==> config.mk <==
export PLATFORM = sky130hd
export DESIGN_NAME = ysyx_23060203_clint_mh
export DESIGN_NICKNAME = d
export VERILOG_FILES = /design/src/rtl/ysyx_23060203_clint_mh.sv
export SDC_FILE = /design/constraint.sdc
export NUM_CORES = 1
export LEC_CHECK = 0
export BUFFER_PORTS_ARGS = -buffer_cell sky130_fd_sc_hd__buf_2
export CAP_MARGIN = 20
export CORE_MARGIN = 3
export CORE_UTILIZATION = 53
export DETAILED_ROUTE_END_ITERATION = 8
export GPL_TIMING_DRIVEN = 0
export PLACE_DENSITY = 0.78
export REMOVE_ABC_BUFFERS = 1
export SLEW_MARGIN = 5
export SYNTH_ARGS = -nofsm -noshare
export SYNTH_HDL_FRONTEND = slang
export SYNTH_HIERARCHICAL = 1
export SYNTH_SLANG_ARGS = --single-unit
==> constraint.sdc <==
create_clock -name clock -period 3 [get_ports clock]
set_input_delay 0.15 -clock clock [delete_from_list [all_inputs] [get_ports clock]]
set_output_delay 0.15 -clock clock [all_outputs]
set_load 0.01 [all_outputs]
==> src/rtl/ysyx_23060203_clint_mh.sv <==
// Multi-hart CLINT: prescaled 64-bit mtime, per-hart mtimecmp/msip, AXI-lite style read/write slave.
// Optional YSYX_23060203_CLINT_MTIME_SNAP_EN: low-word mtime read latches the high word for a tear-free read.

module ysyx_23060203_clint_hart (
  input  logic        clock,
  input  logic        reset,
  input  logic [63:0] mtime_i,
  input  logic        sip_we_i,
  input  logic        cmp_lo_we_i,
  input  logic        cmp_hi_we_i,
  input  logic [31:0] wdata_i,
  input  logic [31:0] wmask_i,
  output logic [63:0] mtimecmp_o,
  output logic        msip_o,
  output logic        mtip_o
);
  logic [63:0] cmp_q, cmp_d;
  logic        sip_q, sip_d, tip_q;

  always_comb begin
    cmp_d = cmp_q;
    sip_d = sip_q;
    if (cmp_lo_we_i) cmp_d[31:0]  = (cmp_q[31:0]  & ~wmask_i) | (wdata_i & wmask_i);
    if (cmp_hi_we_i) cmp_d[63:32] = (cmp_q[63:32] & ~wmask_i) | (wdata_i & wmask_i);
    if (sip_we_i && wmask_i[0]) sip_d = wdata_i[0];
  end

  always_ff @(posedge clock or posedge reset) begin
    if (reset) begin
      cmp_q <= '1;
      sip_q <= 1'b0;
      tip_q <= 1'b0;
    end else begin
      cmp_q <= cmp_d;
      sip_q <= sip_d;
      // Compare against the registered values: one cycle of latency after either side changes.
      tip_q <= (mtime_i >= cmp_q);
    end
  end

  assign mtimecmp_o = cmp_q;
  assign msip_o     = sip_q;
  assign mtip_o     = tip_q;
endmodule

module ysyx_23060203_clint_mh #(
  parameter int HARTS    = 1,
  parameter int TICK_DIV = 1,
  parameter int ID_W     = 4
) (
  input  logic              clock,
  input  logic              reset,
  output logic [HARTS-1:0]  mtip_o,
  output logic [HARTS-1:0]  msip_o,
  input  logic              read_arvalid_i,
  output logic              read_arready_o,
  input  logic [31:0]       read_araddr_i,
  input  logic [ID_W-1:0]   read_arid_i,
  output logic              read_rvalid_o,
  input  logic              read_rready_i,
  output logic [31:0]       read_rdata_o,
  output logic [1:0]        read_rresp_o,
  output logic              read_rlast_o,
  output logic [ID_W-1:0]   read_rid_o,
  input  logic              write_awvalid_i,
  output logic              write_awready_o,
  input  logic [31:0]       write_awaddr_i,
  input  logic [ID_W-1:0]   write_awid_i,
  input  logic              write_wvalid_i,
  output logic              write_wready_o,
  input  logic [31:0]       write_wdata_i,
  input  logic [3:0]        write_wstrb_i,
  output logic              write_bvalid_o,
  input  logic              write_bready_i,
  output logic [1:0]        write_bresp_o,
  output logic [ID_W-1:0]   write_bid_o
);
  localparam int PW = (TICK_DIV > 1) ? $clog2(TICK_DIV) : 1;

  typedef struct packed {
    logic       hit;
    logic       sip;
    logic       cmp_lo;
    logic       cmp_hi;
    logic       mt_lo;
    logic       mt_hi;
    logic [3:0] hart;
  } dec_t;

  function automatic dec_t decode(input logic [15:0] a);
    dec_t d;
    d = '0;
    if (a[1:0] == 2'b00) begin
      if (a[15:6] == 10'h0 && int'(a[5:2]) < HARTS) begin
        d.sip  = 1'b1;
        d.hart = a[5:2];
      end else if (a[15:7] == 9'h080 && int'(a[6:3]) < HARTS) begin
        d.cmp_lo = ~a[2];
        d.cmp_hi = a[2];
        d.hart   = a[6:3];
      end else if (a == 16'hBFF8) begin
        d.mt_lo = 1'b1;
      end else if (a == 16'hBFFC) begin
        d.mt_hi = 1'b1;
      end
    end
    d.hit = d.sip | d.cmp_lo | d.cmp_hi | d.mt_lo | d.mt_hi;
    return d;
  endfunction

  logic [63:0]             mtime_q, mtime_d;
  logic [PW-1:0]           presc_q, presc_d;
  logic                    tick;
  logic [HARTS-1:0][63:0]  cmp_w;
  dec_t                    rd_dec, wr_dec;
  logic                    ar_fire, aw_fire;
  logic [31:0]             wmask, rdata_d, mt_hi_rd;
  logic                    rvalid_q, bvalid_q;
  logic [31:0]             rdata_q;
  logic [1:0]              rresp_q, bresp_q;
  logic [ID_W-1:0]         rid_q, bid_q;
  logic                    unused_addr;

  assign unused_addr = ^{read_araddr_i[31:16], write_awaddr_i[31:16]};

  assign rd_dec  = decode(read_araddr_i[15:0]);
  assign wr_dec  = decode(write_awaddr_i[15:0]);
  assign ar_fire = read_arvalid_i & ~rvalid_q;
  assign aw_fire = write_awvalid_i & write_wvalid_i & ~bvalid_q;
  assign wmask   = {{8{write_wstrb_i[3]}}, {8{write_wstrb_i[2]}},
                    {8{write_wstrb_i[1]}}, {8{write_wstrb_i[0]}}};

  // Prescaler and mtime; a write suppresses that cycle's increment on all bytes.
  assign tick    = (presc_q == PW'(TICK_DIV - 1));
  assign presc_d = tick ? '0 : presc_q + 1'b1;

  always_comb begin
    mtime_d = mtime_q + {63'd0, tick};
    if (aw_fire && wr_dec.mt_lo)
      mtime_d = {mtime_q[63:32], (mtime_q[31:0] & ~wmask) | (write_wdata_i & wmask)};
    if (aw_fire && wr_dec.mt_hi)
      mtime_d = {(mtime_q[63:32] & ~wmask) | (write_wdata_i & wmask), mtime_q[31:0]};
  end

  always_ff @(posedge clock or posedge reset) begin
    if (reset) begin
      mtime_q <= '0;
      presc_q <= '0;
    end else begin
      mtime_q <= mtime_d;
      presc_q <= presc_d;
    end
  end

  for (genvar h = 0; h < HARTS; h++) begin : g_hart
    logic sel;
    assign sel = aw_fire && (wr_dec.hart == 4'(h));
    ysyx_23060203_clint_hart u_hart (
      .clock       (clock),
      .reset       (reset),
      .mtime_i     (mtime_q),
      .sip_we_i    (sel && wr_dec.sip),
      .cmp_lo_we_i (sel && wr_dec.cmp_lo),
      .cmp_hi_we_i (sel && wr_dec.cmp_hi),
      .wdata_i     (write_wdata_i),
      .wmask_i     (wmask),
      .mtimecmp_o  (cmp_w[h]),
      .msip_o      (msip_o[h]),
      .mtip_o      (mtip_o[h])
    );
  end

`ifdef YSYX_23060203_CLINT_MTIME_SNAP_EN
  logic [31:0] snap_q;
  always_ff @(posedge clock or posedge reset) begin
    if (reset)                        snap_q <= '0;
    else if (ar_fire && rd_dec.mt_lo) snap_q <= mtime_q[63:32];
  end
  assign mt_hi_rd = snap_q;
`else
  assign mt_hi_rd = mtime_q[63:32];
`endif

  always_comb begin
    rdata_d = '0;
    for (int h = 0; h < HARTS; h++) begin
      if (rd_dec.hart == 4'(h)) begin
        if (rd_dec.sip)    rdata_d = {31'd0, msip_o[h]};
        if (rd_dec.cmp_lo) rdata_d = cmp_w[h][31:0];
        if (rd_dec.cmp_hi) rdata_d = cmp_w[h][63:32];
      end
    end
    if (rd_dec.mt_lo) rdata_d = mtime_q[31:0];
    if (rd_dec.mt_hi) rdata_d = mt_hi_rd;
  end

  always_ff @(posedge clock or posedge reset) begin
    if (reset) begin
      rvalid_q <= 1'b0;
      rdata_q  <= '0;
      rresp_q  <= '0;
      rid_q    <= '0;
    end else if (ar_fire) begin
      rvalid_q <= 1'b1;
      rdata_q  <= rdata_d;
      rresp_q  <= rd_dec.hit ? 2'b00 : 2'b10;
      rid_q    <= read_arid_i;
    end else if (read_rready_i) begin
      rvalid_q <= 1'b0;
    end
  end

  always_ff @(posedge clock or posedge reset) begin
    if (reset) begin
      bvalid_q <= 1'b0;
      bresp_q  <= '0;
      bid_q    <= '0;
    end else if (aw_fire) begin
      bvalid_q <= 1'b1;
      bresp_q  <= wr_dec.hit ? 2'b00 : 2'b10;
      bid_q    <= write_awid_i;
    end else if (write_bready_i) begin
      bvalid_q <= 1'b0;
    end
  end

  assign read_arready_o  = ~rvalid_q;
  assign read_rvalid_o   = rvalid_q;
  assign read_rdata_o    = rdata_q;
  assign read_rresp_o    = rresp_q;
  assign read_rlast_o    = 1'b1;
  assign read_rid_o      = rid_q;
  assign write_awready_o = aw_fire;
  assign write_wready_o  = aw_fire;
  assign write_bvalid_o  = bvalid_q;
  assign write_bresp_o   = bresp_q;
  assign write_bid_o     = bid_q;
endmodule

== Word level (Yosys, flattened, before mapping) ==
Cells that the tools add are included.

* Output and inout port bits: 52
* ROM bits: 0
* Latch bits: 0
* Register bits: 177
* Logic and storage cells: 108
* Memories: 0
* Input port bits: 115
* Memory bits (writable): 0

* Bitwise gates (word level): 26
* Order comparisons: 5
* Multipliers: 0
* Divide/modulo/power cells: 0
* Reduce and logical (&&, ||, !) cells: 19
* Eq/ne operators: 7
* Add/sub/neg operators: 2
* Shift operators: 0
* Mux-type cells: 35

{| class="wikitable"
|+ Operators with widths
! cell !! number
|-
| 32-bit AND || 5
|-
| 32-bit two-way mux || 5
|-
| 64-bit two-way mux || 2
|-
| 32-bit bitwise OR || 4
|-
| 64-bit by 1-bit adder with 64-bit output || 1
|-
| 16-bit equality test, second input constant || 4
|-
| 64-bit greater-or-equal comparator || 1
|-
| 32-bit NOT || 1
|-
| 4-bit two-way mux || 6
|-
| 10-bit logical NOT || 2
|-
| 9-bit by 8-bit equality test with 1-bit output, second input constant || 2
|-
| 9-bit two-way mux || 2
|-
| 4-bit by 1-bit < comparator with 1-bit output, second input constant || 4
|-
| 1-bit two-way mux || 14
|-
| 2-bit two-way mux || 6
|-
| 1-bit logical AND || 11
|-
| 4-bit logical NOT || 2
|-
| 1-bit bitwise OR || 8
|-
| 1-bit NOT || 5
|-
| 2-bit logical NOT || 2
|-
| 2-bit nonzero test || 2
|-
| 1-bit AND || 3
|-
| 2-bit by 1-bit != test with 1-bit output, second input constant || 1
|-
| 1-bit adder, second input constant || 1
|}

== Longest topological paths before layout ==
Gate-level depths: netlist (run 1).

* Depth in word-level cells: 12
* Gate-level depth with buffers: 9
* Depth with buffers taken out: 8

== Hierarchy ==
Netlist (run 1), hierarchy kept.

{| class="wikitable"
|+ By module, submodules not included
! module !! area an instance (um^2) !! seq. area each (um^2) !! times used !! cells an instance
|-
| ysyx_23060203_clint_mh || 6942.9 || 2702.6 || 1 || 797
|-
| ysyx_23060203_clint_hart || 4315.4 || 1731.7 || 1 || 428
|}

== Worst setup path after synthesis (run 1) ==
OpenSTA, ideal clock, no wires.

* Path type: register to register
* From: reg with a tool-made name
* To: reg g_hart[0].u_hart.tip_q
* Buffers on the path: 0
* Library setup time: 0.076 ns
* Setup slack: 0.506 ns
* Required time: 2.924 ns
* Period minus slack after synthesis: 2.494 ns
* Arrival time: 2.417 ns
* Stages on the path, launching flop included: 8
* Cells stage by stage: dfstp_2 -> inv_1 -> ha_1 -> nand4_1 -> or4_1 -> or3_1 -> or4_1 -> o21ai_1

{| class="wikitable"
|+ RTL lines
! element !! line !! text
|-
| end signal: assignment || 37 || <nowiki>tip_q <= (mtime_i >= cmp_q);</nowiki>
|-
| end: declaration || 18 || <nowiki>logic sip_q, sip_d, tip_q;</nowiki>
|}

==> flow_summary.ini, run 1 <==
[sta]
fin_crit_sh_pct = 96.68
slew_headroom_pct = 32.00
tightest_slew_ns = 1.011
slew_violations = 0
fmax_ghz = 0.3448
holdWs_ns = 0.006356
grt_setup_unrepaired = false
setup_viol = 0
final-hold-violation-count = 0
setup_tns_ns = 0
finalCriticalPeriod_ns = 2.900
skew_ns = 0.007870
fin_ws_ns = 0.09971

[routing]
dr_total_vias = 10250
wl_per_cell_um = 19.51
firstDrtPassIters = 5
ant_nets = 0
drt_iter0_drc = 1059
via_per_inst = 6.259
drc_errors = 0
wirelength_um = 31940

[power_and_ir_drop]
switching_share_pct = 24.49
internal-power_w = 0.004013
seq_power_share_pct = 46.3
p_per_area_mw_per_mm2 = 407.2
leakage_nw = 5.605
power_switching_w = 0.001302
ir_worst_vdd_v = 0.0003643
power_frac_comb_pct = 9.1
p_clk_share_pct = 44.6

[yosys]
yosysTopAreaCellShare_pct = 24.45
syn-cell-area_mm2 = 0.01126
yosysUniqueCellTypes = 77
synth_edf_count = 0
synth_seq_area_share_pct = 39.39
synth_area_per_cell_um2 = 9.190
ys.flop_type = dfrtp_1
syn_inst = 1225
synth_commonest_cells = nand2_1 (197), dfrtp_1 (110), inv_1 (74)
ys_ff_latch = 174
ys_warn_count = 6
yosysTopAreaCell = dfrtp_1
synthArstFlopShare_pct = 100.0
yosysMostFrequentCell = nand2_1
ys_top_cells_by_area = dfrtp_1 (24%), dfstp_2 (15%), ha_1 (7.2%)

[min_path]
holdCritPathClass = input port to register

[worst_setup_path]
cp-start-kind = register
cp.required_ns = 3.35
arrival_ns = 3.25
crit_fanout = 3
worst_setup_path_end_kind = register
critPathSlowestCell = or4_4
path_class = register to register
max_stage_delay_ns = 0.61
critical_path.cell_chain = inv_1 > ha_1 > nand4_1 > or4_4 > or3_1 > or4_1 > o21ai_2

[global_route]
use_met2_pct = 47.27
antenna_found_initial = 1
grt.total_usage_pct = 28.33
gr-usage-met3_pct = 4.997
busiest_layer = met2
grt_pass1_vias = 10250
grt_max_degree = 67
overflow = 0
grt_pass1_wl_um = 51560
met1_usage_pct = 37.10

[cells_and_area]
seq_area_mm2 = 0.004434
fin_area_mm2 = 0.01305
multi_input_area_mm2 = 0.006365
syn2layout_area_growth_pct = 15.93
antenna_cells = 0
fin_nets = 1534
drive_above_1_share_pct = 25.75
fillers = 1748

[place]
gp_congestion = 0.9103
place_ws_ns = -0.5389
dpl.hpwl_um = 22900
io_buffer_count = 131
dpl-instance-area_mm2 = 0.01218

[floorplan]
ios = 167
fp.dieW_um = 151.7
rows = 52
core_area_mm2 = 0.02056
start_util_pct = 54.76
fp.dieArea_mm2 = 0.02303
die_h_um = 151.7

[clock_tree]
cts_tree = done
clkTransAtPathRegs_ns = 0.07
numCtsBuffers = 17
clock_sinks = 174
cts-htree-levels = 4
clk_latency_ns = 0.43
clockBufferDepth = 2
root_buffer = clkbuf_16

[outcome]
status = finished, final reports clean

[flow_run]
cap_violations = 0
layout make-up:
| type | count | share of cell area (%) |
|---|---|---|
| tap | 270 | 2.588 |
| multi-input combinational | 925 | 48.77 |
| timing repair buffer | 161 | 7.669 |
| clock buffer | 21 | 3.528 |
| sequential | 174 | 33.98 |
| inverter | 75 | 2.215 |
| clock inverter | 11 | 1.256 |
through the flow:
stage	std cells	power [W]	util (%)
final	1637	0.005314	63.48
after global routing	1637	0.005504	63.48
after global placement	1574	0.002934	58.45
after detailed placement	1581	0.002960	59.24
after floorplan	1173	0.002702	-
after CTS	1627	0.005346	63.00
logic make-up after synthesis:
kind of cell | synth area share, %
and+or+nand+nor | 20.90
AOI/OAI and AO/OA | 14.59
DFF | 39.39
muxes | 13.13
buffers and inverters | 4.623
adders and majority gates | 7.224
other | 0.06671
xor gates and xnor gates | 0.07781
worst max-delay path, delay by kind of cell (launching register included):
family                     cells  cell delay, ns
and+or+nand+nor                4            1.76
DFF                            1            0.54
adders and majority gates      1            0.29
AOI/OAI and AO/OA              1            0.17
buffers and inverters          1            0.05
what timing repair did:
action	4_1_cts	5_1_grt
gates resized for setup	2	6
buffers inserted	0	10
endpoints found under the setup margin	107	78
hold buffers	13	0
pin swaps	3	3
cloned	1	0
endpoints found under the hold margin	58	0
metal layers:
layer / up-vias / part of all wire, %
met5: - / 0.022
met2: 493 / 47
met3: 86 / 7.8
met4: 2 / 3.0
met1: 4941 / 42
li1: 4724 / -
layout by cell type (no fill, tap or decap), types with 14 or more instances in the layout:
cell	n
dfstp_2	64
and3_1	18
a21oi_1	57
nand4_1	29
mux2_2	69
inv_1	72
a211oi_1	27
o21ai_0	61
ha_1	65
dfrtp_1	110
o22a_1	33
nand3_1	44
buf_2	130
clkbuf_16	17
nand2_1	194
nor2_1	67
mux2i_1	70
nor3_1	34
nor4_1	14
worst paths after layout:
path                                        startpoint  cells after the start                           endpoint  slack [ns]
setup / recovery                              register                      7  g_hart[0].u_hart/mtip_o$_DFF_PP0_         0.1
hold / removal                       write_wdata_i[16]                      2                           register       0.006
setup reg to reg                              register                      7  g_hart[0].u_hart/mtip_o$_DFF_PP0_         0.1
hold reg to reg            read_rdata_o[2]$_DFFE_PP0P_                      2        read_rdata_o[2]$_DFFE_PP0P_        0.47
max in group asynchronous                        reset                      4                          async pin        1.92
min in group asynchronous                        reset                      3       read_rdata_o[31]$_DFFE_PP0P_        0.34
power groups by stage:
stage               Clock, W  Sequential (W)  Combinational [W]
floorplan                  0         0.00250           0.000206
global placement           0         0.00249           0.000443
detailed placement         0         0.00249           0.000465
CTS                  0.00241         0.00246           0.000482
global route         0.00251         0.00246           0.000535
finish               0.00237         0.00246           0.000484
Power figures use the tool's default switching activity.
==> run 2, diff against run 1 <==
--- a/config.mk
+++ b/config.mk
@@ -8,10 +8,10 @@
 export BUFFER_PORTS_ARGS = -buffer_cell sky130_fd_sc_hd__buf_2
 export CAP_MARGIN = 20
 export CORE_MARGIN = 3
-export CORE_UTILIZATION = 53
+export CORE_UTILIZATION = 58
 export DETAILED_ROUTE_END_ITERATION = 8
 export GPL_TIMING_DRIVEN = 0
-export PLACE_DENSITY = 0.78
+export PLACE_DENSITY = 0.81
 export REMOVE_ABC_BUFFERS = 1
 export SLEW_MARGIN = 5
 export SYNTH_ARGS = -nofsm -noshare
==> constraint.sdc (replaced) <==
create_clock -name clock -period 3.1 [get_ports clock]
set_input_delay 0.155 -clock clock [delete_from_list [all_inputs] [get_ports clock]]
set_output_delay 0.155 -clock clock [all_outputs]
set_load 0.01 [all_outputs]
==> flow_summary.ini, run 2 (synthesis gave the netlist of run 1 again) <==
[clock_tree]
clock_sinks = 174
cts_tree = done
clkTransAtPathRegs_ns = 0.06
clockBufferDepth = 2
clk_latency_ns = 0.44
cts-htree-levels = 4
root_buffer = clkbuf_16
numCtsBuffers = 17

[worst_setup_path]
path_buf_inv = 1
arrival_ns = 3.28
crit_family = compound AO/OA/AOI/OAI gates
ff2ff_setup_slack_ns = 0.12
max_stage_delay_ns = 0.91
worst_setup_path_end_kind = register
path_depth = 8
cp.required_ns = 3.40
worstRegToRegCells = 8
critPathSlowestCell = a2111oi_0
path_class = register to register
cp-start-kind = register
crit_fanout = 7
critical_path.cell_chain = inv_1 > ha_1 > nand2b_1 > a2111oi_0 > o41ai_1 > or4_1 > a31oi_1 > o21ai_1

[floorplan]
fp.dieArea_mm2 = 0.02112
start_util_pct = 59.59
core_area_mm2 = 0.01889
rows = 50
fp.dieW_um = 145.3
ios = 167
die_h_um = 145.3

[place]
dpl-instance-area_mm2 = 0.01220
gp_congestion = 0.9014
dpl.hpwl_um = 22690
io_buffer_count = 131

[power_and_ir_drop]
leakage_nw = 5.551
ir_worst_vdd_v = 0.0004164
p_per_area_mw_per_mm2 = 382.1

[global_route]
grt_max_degree = 74
grt_pass1_wl_um = 51560
grt_pass1_vias = 10030
grt.total_usage_pct = 29.67
antenna_found_initial = 1
overflow = 0

[cells_and_area]
syn2layout_area_growth_pct = 14.85
fin_nets = 1527
fin_area_mm2 = 0.01293
utilization_pct = 68.44
mostFrequentLayoutCells = nand2_1 (195), buf_2 (130), dfrtp_1 (110)
antenna_cells = 0
drive_above_1_share_pct = 25.22
final_common_cell = nand2_1

[min_path]
holdCritPathClass = input port to register
worst_hold_path.num_cells = 2

[routing]
drc_errors = 0
firstDrtPassIters = 6
drt_iter0_drc = 1089
via_per_inst = 6.301
dr_total_vias = 10210
wl_per_cell_um = 19.65
wirelength_um = 31830
ant_nets = 0

[sta]
grt_setup_unrepaired = false
tightest_slew_ns = 1.021
slew_headroom_pct = 30.17
final-hold-violation-count = 0
setup_viol = 0
fmax_ghz = 0.3354
slew_violations = 0
finalCriticalPeriod_ns = 2.982
skew_ns = 0.007102
fin_crit_sh_pct = 96.19

[flow_run]
cap_violations = 0

[outcome]
status = finished, final reports clean
run 2: worst paths after layout:
kind | startpoint | endpoint
max | register | g_hart[0].u_hart/mtip_o$_DFF_PP0_
min | write_wdata_i[15] | register
max reg2reg | register | g_hart[0].u_hart/mtip_o$_DFF_PP0_
min reg2reg | write_bid_o[1]$_DFFE_PP0P_ | write_bid_o[1]$_DFFE_PP0P_
max in group asynchronous | reset | g_hart[0].u_hart/mtip_o$_DFF_PP0_
min in group asynchronous | reset | read_rdata_o[30]$_DFFE_PP0P_
run 2: power by group:
part | total [W] | internal [W] | switching, W
logic | 0.000465 | 0.000173 | 0.000292
registers | 0.00238 | 0.00232 | 0.0000610
clock network | 0.00209 | 0.00116 | 0.000929
run 2: routing by layer:
metal	up-vias	wire length (um)	GRT usage, %
li1	4704	-	-
met1	4910	13290	39.65
met2	523	15260	49.82
met3	69	2679	5.621
met4	2	581	8.167
met5	-	13	0
run 2: area by class of cell:
type | count | area (um^2)
tap | 260 | 325.3
fill | 1505 | 5963
multi-input combinational | 925 | 6347
sequential | 174 | 4434
clock buffer | 21 | 470.5
inverter | 75 | 289.0
clock inverter | 11 | 90.09
timing repair buffer | 154 | 973.4
run 2: through the flow:
step | hold WS [ns] | TNS, ns | power [W] | setup slack [ns] | cells
2_1_floorplan | 0.2514 | -14.41 | 0.002615 | -0.4505 | 1173
3_3_place_gp | 0.3356 | -319.19 | 0.002836 | -2.757 | 1564
3_5_place_dp | 0.2098 | -17.36 | 0.002860 | -0.4668 | 1572
4_1_cts | 0.003650 | 0 | 0.004939 | 0.01699 | 1616
5_1_grt | 0.01566 | 0 | 0.005102 | 0.01317 | 1620
6_report | 0.009281 | 0 | 0.004940 | 0.1181 | 1620
run 2: repair_timing:
action                                 in CTS  in global routing
setup endpoints to repair                  90                 77
pin swaps                                   0                  2
cloned                                      0                  1
buffers inserted                            0                  3
gates resized for setup                     2                  2
hold buffers                               12                  0
endpoints found under the hold margin      48                  0
==> run 3, diff against run 2 <==
--- a/config.mk
+++ b/config.mk
@@ -11,6 +11,7 @@
 export CORE_UTILIZATION = 58
 export DETAILED_ROUTE_END_ITERATION = 8
 export GPL_TIMING_DRIVEN = 0
+export HOLD_SLACK_MARGIN = 0.08
 export PLACE_DENSITY = 0.81
 export REMOVE_ABC_BUFFERS = 1
 export SLEW_MARGIN = 5
==> flow_summary.ini, run 3 (synthesis gave the netlist of run 1 again) <==
[routing]
wl_per_cell_um = 19.60
dr_total_vias = 10390
wirelength_um = 32360
drc_errors = 0
drt_iter0_drc = 1250
ant_nets = 0
firstDrtPassIters = 6
via_per_inst = 6.291

[power_and_ir_drop]
p_per_area_mw_per_mm2 = 375.9
ir_worst_vdd_v = 0.0004244
leakage_nw = 5.680

[cells_and_area]
final_common_cell = nand2_1
antenna_cells = 0
fin_nets = 1558
drive_above_1_share_pct = 24.66
fillers = 1467
mostFrequentLayoutCells = nand2_1 (195), buf_2 (130), dfrtp_1 (110)
fin_area_mm2 = 0.01324
syn2layout_area_growth_pct = 17.60

[clock_tree]
numCtsBuffers = 17
clock_sinks = 174
root_buffer = clkbuf_16
clkTransAtPathRegs_ns = 0.07
clk_latency_ns = 0.45
cts-htree-levels = 4
cts_tree = done
clockBufferDepth = 2

[sta]
grt_setup_unrepaired = false
setup_tns_ns = 0
slew_violations = 0
final-hold-violation-count = 0
finalCriticalPeriod_ns = 2.995
setup_viol = 0
slew_headroom_pct = 30.28
fin_crit_sh_pct = 96.62
skew_ns = 0.009273
fmax_ghz = 0.3339
tightest_slew_ns = 1.019

[place]
dpl.hpwl_um = 22690
dpl-instance-area_mm2 = 0.01220
gp_congestion = 0.9014
io_buffer_count = 131

[worst_setup_path]
path_class = register to register
crit_fanout = 3
worst_setup_path_end_kind = register
cp.required_ns = 3.45
arrival_ns = 3.35
cp-start-kind = register

[floorplan]
fp.dieArea_mm2 = 0.02112
fp.dieW_um = 145.3
rows = 50
ios = 167
die_h_um = 145.3
start_util_pct = 59.59
core_area_mm2 = 0.01889

[outcome]
status = finished, final reports clean

[global_route]
grt.total_usage_pct = 30.22
grt_pass1_vias = 10210
grt_pass1_wl_um = 52470
grt_max_degree = 74
overflow = 0
antenna_found_initial = 1

[min_path]
holdCritPathClass = input port to register

[flow_run]
cap_violations = 0
[run 3: per-layer routing]
metal / vias up / wire [um] / GRT usage (%)
li1: 4764 / - / -
met1: 5014 / 13720 / 40.20
met2: 537 / 15590 / 51.11
met3: 69 / 2511 / 5.903
met4: 2 / 533 / 7.787
met5: - / 13 / 0
[run 3: power by group]
group | leakage [nW] | total (W) | switching [W] | internal (W)
clock network | 0.283 | 0.00210 | 0.000935 | 0.00116
logic | 3.34 | 0.000496 | 0.000298 | 0.000198
registers | 2.06 | 0.00238 | 0.0000616 | 0.00232
[run 3: per-stage QoR]
step / power (W) / hold slack [ns] / instances / util (%) / setup WS, ns
4_1_cts: 0.004969 / 0.1175 / 1647 / 69.87 / 0.01699
3_5_place_dp: 0.002860 / 0.2098 / 1572 / 64.58 / -0.4668
3_3_place_gp: 0.002836 / 0.3356 / 1564 / 63.54 / -2.757
6_report: 0.004978 / 0.09710 / 1651 / 70.08 / 0.1049
5_1_grt: 0.005140 / 0.1197 / 1651 / 70.08 / 0.01436
2_1_floorplan: 0.002615 / 0.2514 / 1173 / - / -0.4505
[run 3: path summary, 6_finish.rpt]
check	start	endpoint	slack [ns]	cells after the start
max	register	g_hart[0].u_hart/mtip_o$_DFF_PP0_	0.10	7
min	write_awaddr_i[1]	write_bresp_o[1]$_DFFE_PP0P_	0.1	3
max reg2reg	register	g_hart[0].u_hart/mtip_o$_DFF_PP0_	0.10	7
min reg2reg	read_rdata_o[29]$_DFFE_PP0P_	read_rdata_o[29]$_DFFE_PP0P_	0.47	2
max in group asynchronous	reset	g_hart[0].u_hart/mtip_o$_DFF_PP0_	2.07	3
min in group asynchronous	reset	read_rdata_o[30]$_DFFE_PP0P_	0.29	3
[run 3: cell type report]
class | count | area, um^2 | share of cell area [%]
multi-input combinational | 925 | 6347 | 47.94
timing repair buffer | 185 | 1284 | 9.696
sequential | 174 | 4434 | 33.49
inverter | 75 | 289.0 | 2.183
clock inverter | 11 | 90.09 | 0.6804
clock buffer | 21 | 470.5 | 3.553
tap | 260 | 325.3 | 2.457
[run 3: critical path: stages, from the launching register on]
cell     delay, ns
dfstp_2       0.55
inv_1         0.05
ha_1          0.29
nand4_1       0.21
or4_1         0.65
or3_1         0.35
or4_1         0.59
o21ai_1       0.21
[run 3: what timing repair did]
action,CTS,global route
endpoints found under the hold margin,155,0
pin swaps,0,2
resized for setup,2,2
buffers inserted,0,3
hold buffers,43,0
setup endpoints to repair,90,83
gates cloned,0,1
